<file path="config.mk">
export PLATFORM = sky130hd
export DESIGN_NAME = mii_frame_gen_check
export DESIGN_NICKNAME = d
export VERILOG_FILES = /design/src/rtl/mii_frame_gen_check.sv
export SDC_FILE = /design/constraint.sdc
export NUM_CORES = 1
export LEC_CHECK = 0
export CORE_ASPECT_RATIO = 0.6
export CORE_MARGIN = 3
export CORE_UTILIZATION = 40
export CTS_BUF_LIST = sky130_fd_sc_hd__clkbuf_8
export DETAILED_ROUTE_END_ITERATION = 10
export PLACE_DENSITY = 0.69
export SYNTH_ARGS = -nofsm -noshare
export SYNTH_HDL_FRONTEND = slang
export SYNTH_SLANG_ARGS = --single-unit
</file>
<file path="constraint.sdc">
create_clock -name clk -period 2.8 [get_ports clk]
set_input_delay 0.42 -clock clk [delete_from_list [all_inputs] [get_ports clk]]
set_output_delay 0.42 -clock clk [all_outputs]
set_load 0.05 [all_outputs]
</file>
<file path="src/rtl/mii_frame_gen_check.sv">
// Loopback bring-up block: 64b/8b MII frame generator plus a protocol checker that
// watches the generated stream and pulses payload, inter-packet-gap and framing errors.
module mii_frame_gen_check #(
    parameter int DATA_WIDTH    = 64,
    parameter int CTRL_WIDTH    = 8,
    parameter int PAYLOAD_WORDS = 8,
    parameter int IPG_WORDS     = 2,
    parameter int MIN_IPG_WORDS = 2
) (
    input  logic                  clk,
    input  logic                  i_rst,
    output logic [DATA_WIDTH-1:0] o_tx_data,
    output logic [CTRL_WIDTH-1:0] o_tx_ctrl,
    output logic                  payload_error,
    output logic                  intergap_error,
    output logic                  other_error
);
    localparam logic [DATA_WIDTH-1:0] IDLE_DATA  = 64'h0707070707070707;
    localparam logic [DATA_WIDTH-1:0] START_DATA = 64'hD5555555555555FB;
    localparam logic [DATA_WIDTH-1:0] TERM_DATA  = 64'h07070707070707FD;
    localparam logic [CTRL_WIDTH-1:0] CTRL_ALL   = 8'hFF;
    localparam logic [CTRL_WIDTH-1:0] CTRL_START = 8'h01;
    localparam logic [CTRL_WIDTH-1:0] CTRL_NONE  = 8'h00;

    typedef enum logic [1:0] {G_GAP, G_START, G_PAYLOAD, G_TERM} gen_state_t;
    typedef enum logic {C_IDLE, C_DATA} chk_state_t;

    gen_state_t            r_gen_state, w_gen_state_next;
    logic [7:0]            r_gen_cnt, w_gen_cnt_next;
    logic [DATA_WIDTH-1:0] r_tx_data, w_tx_data_next, w_gen_pattern, w_chk_pattern;
    logic [CTRL_WIDTH-1:0] r_tx_ctrl, w_tx_ctrl_next;

    chk_state_t            r_chk_state, w_chk_state_next;
    logic [7:0]            r_gap_cnt, w_gap_cnt_next;
    logic [7:0]            r_word_cnt, w_word_cnt_next;
    logic                  r_seen_start, w_seen_start_next;
    logic                  r_payload_error, w_payload_error_next;
    logic                  r_intergap_error, w_intergap_error_next;
    logic                  r_other_error, w_other_error_next;
    logic                  w_is_idle, w_is_start, w_is_term, w_is_payload;

    // Lane i of payload word k carries (8k+i) mod 256; only the low 5 bits of k matter.
    for (genvar gi = 0; gi < CTRL_WIDTH; gi++) begin : g_lane
        assign w_gen_pattern[8*gi +: 8] = {r_gen_cnt[4:0], 3'b000} + 8'(gi);
        assign w_chk_pattern[8*gi +: 8] = {r_word_cnt[4:0], 3'b000} + 8'(gi);
    end

    always_comb begin
        w_gen_state_next = r_gen_state;
        w_gen_cnt_next   = r_gen_cnt;
        w_tx_data_next   = IDLE_DATA;
        w_tx_ctrl_next   = CTRL_ALL;
        case (r_gen_state)
            G_GAP: begin
                if (r_gen_cnt == 8'(IPG_WORDS - 1)) begin
                    w_gen_state_next = G_START;
                    w_gen_cnt_next   = 8'd0;
                end else begin
                    w_gen_cnt_next = r_gen_cnt + 8'd1;
                end
            end
            G_START: begin
                w_tx_data_next   = START_DATA;
                w_tx_ctrl_next   = CTRL_START;
                w_gen_state_next = G_PAYLOAD;
                w_gen_cnt_next   = 8'd0;
            end
            G_PAYLOAD: begin
                w_tx_data_next = w_gen_pattern;
                w_tx_ctrl_next = CTRL_NONE;
                if (r_gen_cnt == 8'(PAYLOAD_WORDS - 1)) begin
                    w_gen_state_next = G_TERM;
                    w_gen_cnt_next   = 8'd0;
                end else begin
                    w_gen_cnt_next = r_gen_cnt + 8'd1;
                end
            end
            default: begin
                w_tx_data_next   = TERM_DATA;
                w_gen_state_next = G_GAP;
                w_gen_cnt_next   = 8'd0;
            end
        endcase
    end

    always_ff @(posedge clk) begin
        if (i_rst) begin
            r_gen_state <= G_GAP;
            r_gen_cnt   <= 8'd0;
            r_tx_data   <= IDLE_DATA;
            r_tx_ctrl   <= CTRL_ALL;
        end else begin
            r_gen_state <= w_gen_state_next;
            r_gen_cnt   <= w_gen_cnt_next;
            r_tx_data   <= w_tx_data_next;
            r_tx_ctrl   <= w_tx_ctrl_next;
        end
    end

    assign o_tx_data = r_tx_data;
    assign o_tx_ctrl = r_tx_ctrl;

    // The checker decodes the output nets themselves so it sees exactly what leaves the block.
    assign w_is_idle    = (o_tx_data == IDLE_DATA)  && (o_tx_ctrl == CTRL_ALL);
    assign w_is_start   = (o_tx_data == START_DATA) && (o_tx_ctrl == CTRL_START);
    assign w_is_term    = (o_tx_data == TERM_DATA)  && (o_tx_ctrl == CTRL_ALL);
    assign w_is_payload = (o_tx_ctrl == CTRL_NONE);

    always_comb begin
        w_chk_state_next      = r_chk_state;
        w_gap_cnt_next        = r_gap_cnt;
        w_word_cnt_next       = r_word_cnt;
        w_seen_start_next     = r_seen_start;
        w_payload_error_next  = 1'b0;
        w_intergap_error_next = 1'b0;
        w_other_error_next    = 1'b0;
        case (r_chk_state)
            C_IDLE: begin
                if (w_is_idle) begin
                    if (r_gap_cnt != 8'hFF) w_gap_cnt_next = r_gap_cnt + 8'd1;
                end else if (w_is_start) begin
                    w_intergap_error_next = r_seen_start && (r_gap_cnt < 8'(MIN_IPG_WORDS));
                    w_chk_state_next      = C_DATA;
                    w_word_cnt_next       = 8'd0;
                    w_seen_start_next     = 1'b1;
                end else begin
                    w_other_error_next = 1'b1;
                end
            end
            default: begin
                if (w_is_payload) begin
                    w_payload_error_next = (o_tx_data != w_chk_pattern);
                    if (r_word_cnt != 8'hFF) w_word_cnt_next = r_word_cnt + 8'd1;
                end else if (w_is_term) begin
                    w_payload_error_next = (r_word_cnt != 8'(PAYLOAD_WORDS));
                    w_chk_state_next     = C_IDLE;
                    w_gap_cnt_next       = 8'd0;
                end else if (w_is_start) begin
                    w_other_error_next = 1'b1;
                    w_word_cnt_next    = 8'd0;
                end else begin
                    w_other_error_next = 1'b1;
                    w_chk_state_next   = C_IDLE;
                    w_gap_cnt_next     = 8'd0;
                end
            end
        endcase
    end

    always_ff @(posedge clk) begin
        if (i_rst) begin
            r_chk_state      <= C_IDLE;
            r_gap_cnt        <= 8'd0;
            r_word_cnt       <= 8'd0;
            r_seen_start     <= 1'b0;
            r_payload_error  <= 1'b0;
            r_intergap_error <= 1'b0;
            r_other_error    <= 1'b0;
        end else begin
            r_chk_state      <= w_chk_state_next;
            r_gap_cnt        <= w_gap_cnt_next;
            r_word_cnt       <= w_word_cnt_next;
            r_seen_start     <= w_seen_start_next;
            r_payload_error  <= w_payload_error_next;
            r_intergap_error <= w_intergap_error_next;
            r_other_error    <= w_other_error_next;
        end
    end

    assign payload_error  = r_payload_error;
    assign intergap_error = r_intergap_error;
    assign other_error    = r_other_error;
endmodule

</file>
Word level (Yosys, flattened, before mapping). Cells that the tools add are included.

Bits in registers: 103. Latch bits: 0. RAM bits: 0. Bits in read-only memories: 0. Output and inout port bits: 75. Memories: 0.

$add $sub $neg: 17. $mul: 0. Div/mod/pow operators: 0. Order comparisons: 1. Equality and inequality tests: 20. Shifts and indexed selects: 0. Multiplexer cells: 32. Bitwise logic cells: 3. Reductions and logical operators: 14.

Operator list (count): 64-bit case mux with 3 select lines (1); 64-bit by 59-bit equality test with 1-bit output, second input constant (2); 8-bit two-way mux (14); 8-bit by 3-bit adder with 8-bit output, second input constant (8); 64-bit equality test, second input constant (1); 64-bit inequality test (1); 8-bit by 1-bit adder with 8-bit output, second input constant (5); 8-bit by 2-bit adder with 8-bit output, second input constant (4); 8-bit case mux with 2 select lines (2); 8-bit by 1-bit equality test with 1-bit output, second input constant (2); 8-bit inequality test, second input constant (2); 1-bit two-way mux (12); 3-bit by 2-bit inequality test with 1-bit output, second input constant (3); 8-bit by 3-bit equality test with 1-bit output, second input constant (1); 8-bit equality test, second input constant (1); 8-bit zero test (1); 8-bit by 2-bit < comparator with 1-bit output, second input constant (1); 2-bit inequality test, second input constant (4); 8-bit by 4-bit inequality test with 1-bit output, second input constant (1); 2-bit case mux with 3 select lines (1); 3-bit AND reduction (2); 1-bit logical AND (4); 2-bit two-way mux (2); 4-bit AND reduction (1); 8 further kinds (11).

Logic depth before layout (Yosys ltp). Gate-level depths: netlist of run 1.

Word-level depth: 6. Depth in mapped cells: 7.

Worst setup path before layout of run 1. OpenSTA, ideal clock, no wires.

Kind: register to register. Start point: register r_tx_data[48], in the netlist o_tx_data[48]. End point: register r_word_cnt[5]. Setup time: 130 ps. Arrival time: 2263 ps. Required time: 2670 ps. Path slack: 407 ps. Cell stages (with the launch flop): 6. Path buffers: 1. Clock period less this slack: 2393 ps. Path through: dfxtp_1 -> or4b_4 -> or4_1 -> buf_2 -> a21boi_4 -> a311oi_1.

Word-level cells in the longest chain between the ends: 6. Elaborated cells on any way between the ends: 14.

Ends and longest elaborated chain: from (decl) (line 30) `logic [DATA_WIDTH-1:0] r_tx_data, w_tx_data_next, w_gen_pattern, w_chk_pattern;`; from (signal assigned) (line 95) `r_tx_data <= w_tx_data_next;`; 64-bit equality test (line 105) `assign w_is_start = (o_tx_data == START_DATA) && (o_tx_ctrl == CTRL_START);`; 1-bit logical AND (line 105); 8-bit two-way mux (4 in a row); to (signal assigned) (line 162) `r_word_cnt <= w_word_cnt_next;`; to (decl) (line 35) `logic [7:0] r_word_cnt, w_word_cnt_next;`.

Parallel ways exist; a longest one is shown, timed or not. The select of a mux whose other input is x is not followed. A chain may end at the register's enable or synchronous reset.

Worst setup path after layout of run 1.
Start point: register r_tx_data[48], in the netlist o_tx_data[48]. End point: register r_gap_cnt[4].

Word-level cells in the longest chain between the ends: 5. Elaborated cells on any way between the ends: 12.

Ends and longest elaborated chain: 64-bit by 59-bit equality test with 1-bit output (line 106) `assign w_is_term = (o_tx_data == TERM_DATA) && (o_tx_ctrl == CTRL_ALL);`; 1-bit logical AND (line 106); 8-bit two-way mux (line 134) `end else if (w_is_term) begin`; 8-bit two-way mux (line 131) `if (w_is_payload) begin`; 8-bit two-way mux (line 117) `case (r_chk_state)`; to (signal assigned) (line 161) `r_gap_cnt <= w_gap_cnt_next;`; to (decl) (line 34) `logic [7:0] r_gap_cnt, w_gap_cnt_next;`.

Parallel ways exist; a longest one is shown, timed or not. The select of a mux whose other input is x is not followed.

==> impl_metrics.ini, run 1 <==
[sta]
hold_slack_ns = 0.4888
setup-tns-final_ns = 0
rsz0062_at_grt = no
final_hold_viol_count = 0
max_freq_ghz = 0.4165
finalCritPeriodShare_pct = 85.75
finalSetupViolCount = 0
drv_slew = 0
skew_ns = 0.005215
slew_headroom_pct = 58.27
tightest_slew_ns = 0.6246
fin_crit_ns = 2.401

[cells_and_area]
area_growth_pct = 15.74
antenna_cells = 0
finalNonFillerCells = 424
multi_input_area_um2 = 1313
seqCellArea_um2 = 920.9
nNetsFinal = 351
layout-drive-gt1-share_pct = 5.294
nFillCells = 592

[logic_synthesis]
synth_area_leaders = dfxtp_1, buf_4, ha_1
synth.most_common_cell = buf_4
postSynthAreaPerCell_um2 = 8.463
ys_top_cells_by_count = buf_4, dfxtp_1, nor2_1
netlist_area_um2 = 2759
async_flop_share_pct = 0
synthCells = 326
ys_seq_area_share_pct = 33.38
synth_cell_type_count = 50
yosys_warnings = 0
netlist.area_leader.share_pct = 33.38
ys.flop_type = dfxtp_1
synth-edff-count = 0
synth-seq-cells = 46
yosysTopAreaCell = dfxtp_1

[grt]
grt_pass1_vias = 1987
grt_start_max_net_pins = 36
grt_overflow = 0
grt_usage_pct = 16.01
antenna_found_initial = 0
grt_pass1_wl_um = 10420

[power_and_ir_drop]
ir_drop_mv = 0.6517
power.density_nw_per_um2 = 1030
p_leak_nw = 1.110
total_power_w = 0.003289

[clock_tree]
cts.clk_slew.worst_paths_ns = 0.09
cts_tree = yes
clockRootBuffer = clkbuf_8
cts.sinks = 46
post_cts_buffers = 0
cts.htree.levels = 2
cts_hold_buf = 0
cts_buffer_depth = 2
worstSkewPairLatency_ns = 0.30
numCtsBuffers = 5
ctsResizeCount = 0

[placement]
placed_cells = 416
globalplace.congestion = 0.8272
io_buffers = 68
dp_hpwl_um = 4712

[worst_setup_path]
start_kind = flop
worst_r2r_startpoint = o_tx_data[48]
worstReg2RegEnd = r_gap_cnt[4]
cp.required_ns = 3.04
critPathKind = flop to flop
cp.arrival_ns = 2.64
path_max_fanout = 15
r2r_setup_slack_ns = 0.40
endpoint_kind = flop
r2r_cells = 4

[hold_path]
holdPathEnd = intergap_error
hp-start = r_seen_start
holdCritPathClass = flop to flop
holdPathStages = 2

[floorplanning]
die_w_um = 113.2
rows = 22
start_util_pct = 43.20
die_h_um = 70.33
ios = 77
dieArea_um2 = 7962
core_um2 = 6386

[status]
outcome = complete, no violations

[drt]
route.detailed.drc = 0
viasPerCell = 5.396
drt_iter0_drc = 175
vias = 2288
drt-total-wl_um = 6282
dr.pass1.iters = 4
wl_per_cell_um = 14.82
ant_nets = 0

[job]
maxCapViolations = 0
==> sequential cells by signal (all words and copies together), names as in the netlist <==
name            count
o_tx_data          15
r_gap_cnt           8
r_gen_cnt           8
r_word_cnt          8
r_gen_state         2
intergap_error      1
other_error         1
payload_error       1
r_chk_state         1
r_seen_start        1
==> routing by layer <==
layer	vias to the layer above	track usage, %	share of wire [%]
met2	113	21.78	38
met3	5	2.771	9.8
li1	1124	-	-
met4	0	4.533	0.97
met5	-	0	0
met1	1046	25.18	51
==> worst max-delay path, cell delays in order (launching register included) <==
cell and delay, ns:
dfxtp_1 0.59, nor4b_1 0.38, nand4_1 0.53, or4_1 0.67, a21oi_1 0.16
==> cell families after synthesis <==
kind of cell             synth area share (%)
XOR/XNOR                                1.905
multiplexers                           0.3628
adder cells (fa/ha/maj)                 4.535
buffers and inverters                   20.00
flip-flops                              33.38
other                                  0.1359
AND/OR/NAND/NOR                         25.85
AO/OA/AOI/OAI                           13.83
==> worst max path at each step <==
stage | startpoint | to | depth (start not counted)
after detailed placement | o_tx_data[48] | r_gap_cnt[3] | 4
after global placement | o_tx_data[48] | r_gap_cnt[7] | 4
after floorplan | o_tx_data[48] | r_word_cnt[5] | 5
after CTS | o_tx_data[48] | r_gap_cnt[3] | 4
final | o_tx_data[48] | r_gap_cnt[4] | 4
after global routing | o_tx_data[48] | r_gap_cnt[4] | 4
==> area by class of cell <==
type                       count  share of cell area [%]
timing repair buffer          70                   21.79
multi-input combinational    204                   41.11
tap                           84                   3.292
clock inverter                 3                   1.411
sequential                    46                   28.84
clock buffer                   5                   2.155
inverter                      12                   1.411
==> power breakdown <==
part           internal (W)  switching, W  leakage [nW]
registers          0.000759      0.000165         0.373
logic              0.000597       0.00127         0.687
clock network      0.000265      0.000235        0.0504
total               0.00162       0.00167          1.11
==> cells in the final DEF (no fill, tap or decap), drive strengths merged, types with 6 or more instances in the layout <==
| cell | count |
|---|---|
| o31ai | 7 |
| nand4b | 6 |
| or4 | 8 |
| conb | 8 |
| ha | 10 |
| nand3 | 18 |
| inv | 12 |
| nand2 | 6 |
| nand4 | 6 |
| dfxtp | 46 |
| clkdlybuf4s50 | 68 |
| nand2b | 6 |
| o21ai | 8 |
| a21oi | 19 |
| nor3 | 8 |
| nor2 | 28 |
| and3 | 7 |
==> metrics by stage <==
step | utilization (%) | worst slack [ns] | instance area (µm²)
after floorplan | - | 0.4075 | 2785
after global placement | 48.22 | 0.5385 | 3079
after detailed placement | 48.22 | 0.4470 | 3079
after CTS | 50.00 | 0.4086 | 3193
after global routing | 50.00 | 0.1643 | 3193
final | 50.00 | 0.3990 | 3193
Note: power is estimated with default switching activity, not from simulation.
==> inputs of run 2 (changes only) <==
--- a/config.mk
+++ b/config.mk
@@ -6,11 +6,10 @@
 export NUM_CORES = 1
 export LEC_CHECK = 0
 export CORE_ASPECT_RATIO = 0.6
-export CORE_MARGIN = 3
 export CORE_UTILIZATION = 40
 export CTS_BUF_LIST = sky130_fd_sc_hd__clkbuf_8
 export DETAILED_ROUTE_END_ITERATION = 10
-export PLACE_DENSITY = 0.69
+export PLACE_DENSITY_LB_ADDON = 0.08
 export SYNTH_ARGS = -nofsm -noshare
 export SYNTH_HDL_FRONTEND = slang
 export SYNTH_SLANG_ARGS = --single-unit
==> run 2 against run 1 <==
Compared with the run above:
- clock power decreased by 18%
- combinational power hardly changed
- core utilization is 2.5 points lower
- global-route usage up 2.3 points
- worst setup slack got worse by 0.0046 ns
- clock skew grew 0.0053 ns
- total power is 2.4% lower
- count of clock-buffer cells in the layout increased by 1
- register-to-register slack barely moved
- non-clock buffer count is the same
- critical endpoint is now r_gap_cnt[7]
==> impl_metrics.ini, run 2 (same netlist as run 1, synthesis figures left out) <==
[status]
outcome = complete, no violations

[clock_tree]
cts_tree = yes
cts.clk_slew.worst_paths_ns = 0.08
cts_buffer_depth = 2
cts.sinks = 46
numCtsBuffers = 5
post_cts_buffers = 0
worstSkewPairLatency_ns = 0.30
cts_hold_buf = 0
ctsResizeCount = 0
cts.htree.levels = 2
clockRootBuffer = clkbuf_8

[drt]
dr.pass1.iters = 4
vias = 2214
drt-total-wl_um = 6300
viasPerCell = 5.185
route.detailed.drc = 0
wl_per_cell_um = 14.75
ant_nets = 0
drt_iter0_drc = 156

[worst_setup_path]
cp.required_ns = 3.02
start_kind = flop
endpoint_kind = flop
path_cells = nor4b_1, nand4_1, or4_1, a21oi_1
cp.arrival_ns = 2.63
r2r_setup_slack_ns = 0.39
path_max_fanout = 15
cp_slowest_cell = or4_1
max_stage_delay_ns = 0.66
critPathKind = flop to flop

[sta]
skew_ns = 0.01048
fin_crit_ns = 2.406
hold_slack_ns = 0.4934
slew_headroom_pct = 60.44
finalSetupViolCount = 0
finalCritPeriodShare_pct = 85.92
setup-tns-final_ns = 0
rsz0062_at_grt = no
max_freq_ghz = 0.4157
final_hold_viol_count = 0
tightest_slew_ns = 0.5921
drv_slew = 0

[grt]
grt_pass1_vias = 1837
grt_start_max_net_pins = 36
grt_pass1_wl_um = 10010
grt_usage_pct = 18.27
antenna_found_initial = 0
grt_overflow = 0

[cells_and_area]
utilization_pct = 47.55
nFillCells = 665
area_growth_pct = 15.06
mostFrequentLayoutCells = clkdlybuf4s50_1, dfxtp_1, nor2_1, a21oi_1, nand3_1
mostFrequentLayoutCell = clkdlybuf4s50_1
nNetsFinal = 351
largest_reg_flops = 15
finalNonFillerCells = 427
antenna_cells = 0
layout-drive-gt1-share_pct = 5.000

[power_and_ir_drop]
power.density_nw_per_um2 = 1011
total_power_w = 0.003209
ir_drop_mv = 0.6601
p_leak_nw = 1.112

[floorplanning]
die_w_um = 109.2
start_util_pct = 41.32
core_um2 = 6676
ios = 77
die_h_um = 66.33
rows = 23
dieArea_um2 = 7244

[placement]
dp_hpwl_um = 4693
placed_cells = 419
io_buffers = 68
globalplace.congestion = 0.7937

[hold_path]
holdCritPathClass = flop to flop

[job]
maxCapViolations = 0
[run 2: routing by layer]
layer	share of wire (%)	track usage (%)	vias to the layer above
met1	53	28.89	990
li1	-	-	1125
met2	37	24.21	94
met4	0.63	3.500	0
met5	0	0	-
met3	8.6	4.138	5
[run 2: layout make-up]
cell class / count / area [µm²] / share of cell area (%)
clock buffer: 6 / 82.58 / 2.602
tap: 87 / 108.9 / 3.429
sequential: 46 / 920.9 / 29.01
inverter: 12 / 45.04 / 1.419
timing repair buffer: 70 / 695.7 / 21.92
clock inverter: 2 / 8.758 / 0.2759
multi-input combinational: 204 / 1313 / 41.35
[run 2: critical path, delay by kind of cell (launching register included)]
| family | cells | cell delay [ns] |
|---|---|---|
| flip-flops | 1 | 0.60 |
| AO/OA/AOI/OAI | 1 | 0.16 |
| AND/OR/NAND/NOR | 3 | 1.58 |
[run 2: power breakdown]
group	switching, W	total [W]	internal (W)
clock network	0.000215	0.000411	0.000196
registers	0.000164	0.000924	0.000759
logic	0.00128	0.00187	0.000599
[run 2: per-stage QoR]
| step | instance area [µm²] | setup WS, ns |
|---|---|---|
| finish | 3174 | 0.3943 |
| global route | 3174 | 0.1323 |
| CTS | 3174 | 0.3869 |
| detailed placement | 3083 | 0.4120 |
| global placement | 3083 | 0.5443 |
| floorplan | 2785 | 0.4075 |
[run 2: path summary, 6_finish.rpt]
| path | start | endpoint | depth (start not counted) |
|---|---|---|---|
| setup / recovery | o_tx_data[48] | r_gap_cnt[7] | 4 |
| hold / removal | r_seen_start | intergap_error | 2 |
| setup reg to reg | o_tx_data[48] | r_gap_cnt[7] | 4 |
| hold reg to reg | r_seen_start | intergap_error | 2 |
==> inputs of run 3 (changes only) <==
--- a/config.mk
+++ b/config.mk
@@ -6,7 +6,7 @@
 export NUM_CORES = 1
 export LEC_CHECK = 0
 export CORE_ASPECT_RATIO = 0.6
-export CORE_UTILIZATION = 40
+export CORE_UTILIZATION = 25
 export CTS_BUF_LIST = sky130_fd_sc_hd__clkbuf_8
 export DETAILED_ROUTE_END_ITERATION = 10
 export PLACE_DENSITY_LB_ADDON = 0.08
==> constraint.sdc (replaced) <==
create_clock -name clk -period 2.8 [get_ports clk]
set_input_delay 0.42 -clock clk [delete_from_list [all_inputs] [get_ports clk]]
set_output_delay 0.42 -clock clk [all_outputs]
set_load 0.01 [all_outputs]
==> run 3 against run 2 <==
Compared with the run above:
- clock power increased by 23%
- sequential share of layout area down 1.0 points
- global-route usage decreased by 5.5 points
- core utilization down 17 points
- highest routed layer unchanged
- critical endpoint is now r_word_cnt[5]
- largest cell class unchanged
- worst hold slack worse by 0.0079 ns
- critical path depth unchanged
- die area rose by 58%
- count of clock-buffer cells in the layout did not move
==> impl_metrics.ini, run 3 (same netlist as run 1, synthesis figures left out) <==
[grt]
antenna_found_initial = 0
grt_usage_pct = 12.73
grt_pass1_wl_um = 11210
grt_overflow = 0
grt_pass1_vias = 2060
grt_start_max_net_pins = 22

[clock_tree]
cts.clk_slew.worst_paths_ns = 0.09
numCtsBuffers = 5
cts_hold_buf = 0
post_cts_buffers = 0
cts_tree = yes
cts_buffer_depth = 2
clockRootBuffer = clkbuf_8
ctsResizeCount = 0
cts.htree.levels = 2
worstSkewPairLatency_ns = 0.30
cts.sinks = 46

[drt]
viasPerCell = 4.757
drt-total-wl_um = 6927
ant_nets = 0
dr.pass1.iters = 4
vias = 2293
wl_per_cell_um = 14.37
route.detailed.drc = 0
drt_iter0_drc = 144

[floorplanning]
die_w_um = 137.6
rows = 29
core_um2 = 10670
ios = 77
start_util_pct = 25.86
die_h_um = 83.37
dieArea_um2 = 11470

[placement]
dpl_cell_area_um2 = 3178
dp_hpwl_um = 5328
globalplace.congestion = 0.7791
io_buffers = 68
pre_cts_ws_ns = 0.6271

[power_and_ir_drop]
combPwrFrac_pct = 46.9
power.density_nw_per_um2 = 822.3
power_switching_w = 0.001020
seqPwrFrac_pct = 34.4
p_clk_share_pct = 18.7
p_leak_nw = 1.136
ir_drop_mv = 0.3573
switching_share_pct = 37.70
p_int_w = 0.001686

[worst_setup_path]
cp.required_ns = 2.97
cp.arrival_ns = 2.35
max_stage_delay_ns = 0.73
path_cells = or4b_4, or4_1, a21boi_4, a311oi_1
cp_slowest_cell = or4_1
path_max_fanout = 11
critPathKind = flop to flop
endpoint_kind = flop
start_kind = flop

[sta]
drv_slew = 0
finalSetupViolCount = 0
rsz0062_at_grt = no
finalCritPeriodShare_pct = 77.88
max_freq_ghz = 0.4586
setup-tns-final_ns = 0
fin_crit_ns = 2.181
slew_headroom_pct = 57.12
layout_setup_ws_ns = 0.6195
skew_ns = 0.008955
tightest_slew_ns = 0.6418
final_hold_viol_count = 0

[cells_and_area]
antenna_cells = 0
layout-drive-gt1-share_pct = 6.122
mostFrequentLayoutCells = clkdlybuf4s50_1, dfxtp_1, nor2_1, a21oi_1, nand3_1
nNetsFinal = 355
mostFrequentLayoutCell = clkdlybuf4s50_1
area_growth_pct = 19.27
largest_reg_flops = 15
fin_area_um2 = 3291

[hold_path]
holdCritPathClass = flop to flop

[job]
maxCapViolations = 0

[status]
outcome = complete, no violations
run 3: path summary, 6_finish.rpt:
path                                     from            end  slack, ns  depth (start not counted)
worst min register to register   r_seen_start   r_seen_start       0.49                          2
worst max register to register  o_tx_data[61]  r_word_cnt[5]       0.62                          4
worst min-delay path             r_seen_start   r_seen_start       0.49                          2
worst max-delay path            o_tx_data[61]  r_word_cnt[5]       0.62                          4
run 3: through the flow:
step	hold slack (ns)	util, %	power (W)	cells
floorplan	0.4371	-	0.001761	333
global placement	0.4623	29.79	0.002246	475
detailed placement	0.4630	29.79	0.002221	475
CTS	0.4895	30.85	0.002741	482
global route	0.5260	30.85	0.002930	482
finish	0.4855	30.85	0.002706	482
run 3: worst max-delay path, delay by kind of cell, from the launching register on:
kind	cells	cell delay, ns
simple gates	2	1.30
compound gates	2	0.35
flops	1	0.41
run 3: layer usage:
| layer | track usage, % | vias to the layer above | share of wire, % |
|---|---|---|---|
| met5 | 0 | - | 0 |
| met4 | 3.596 | 0 | 1.0 |
| met3 | 2.991 | 8 | 6.1 |
| met2 | 16.99 | 87 | 37 |
| met1 | 19.63 | 1073 | 56 |
| li1 | - | 1125 | - |
run 3: power groups by stage:
stage / registers (W) / clock network [W] / logic [W]
finish: 0.000930 / 0.000507 / 0.00127
global route: 0.000957 / 0.000559 / 0.00141
CTS: 0.000934 / 0.000527 / 0.00128
detailed placement: 0.000947 / 0 / 0.00127
global placement: 0.000951 / 0 / 0.00129
floorplan: 0.000935 / 0 / 0.000826
run 3: final cells by class:
| cell class | instances | area (µm²) |
|---|---|---|
| tap | 139 | 173.9 |
| clock buffer | 6 | 82.58 |
| inverter | 12 | 45.04 |
| multi-input combinational | 204 | 1313 |
| timing repair buffer | 74 | 725.7 |
| sequential | 46 | 920.9 |
| clock inverter | 1 | 30.03 |
| fill | 1127 | 7377 |
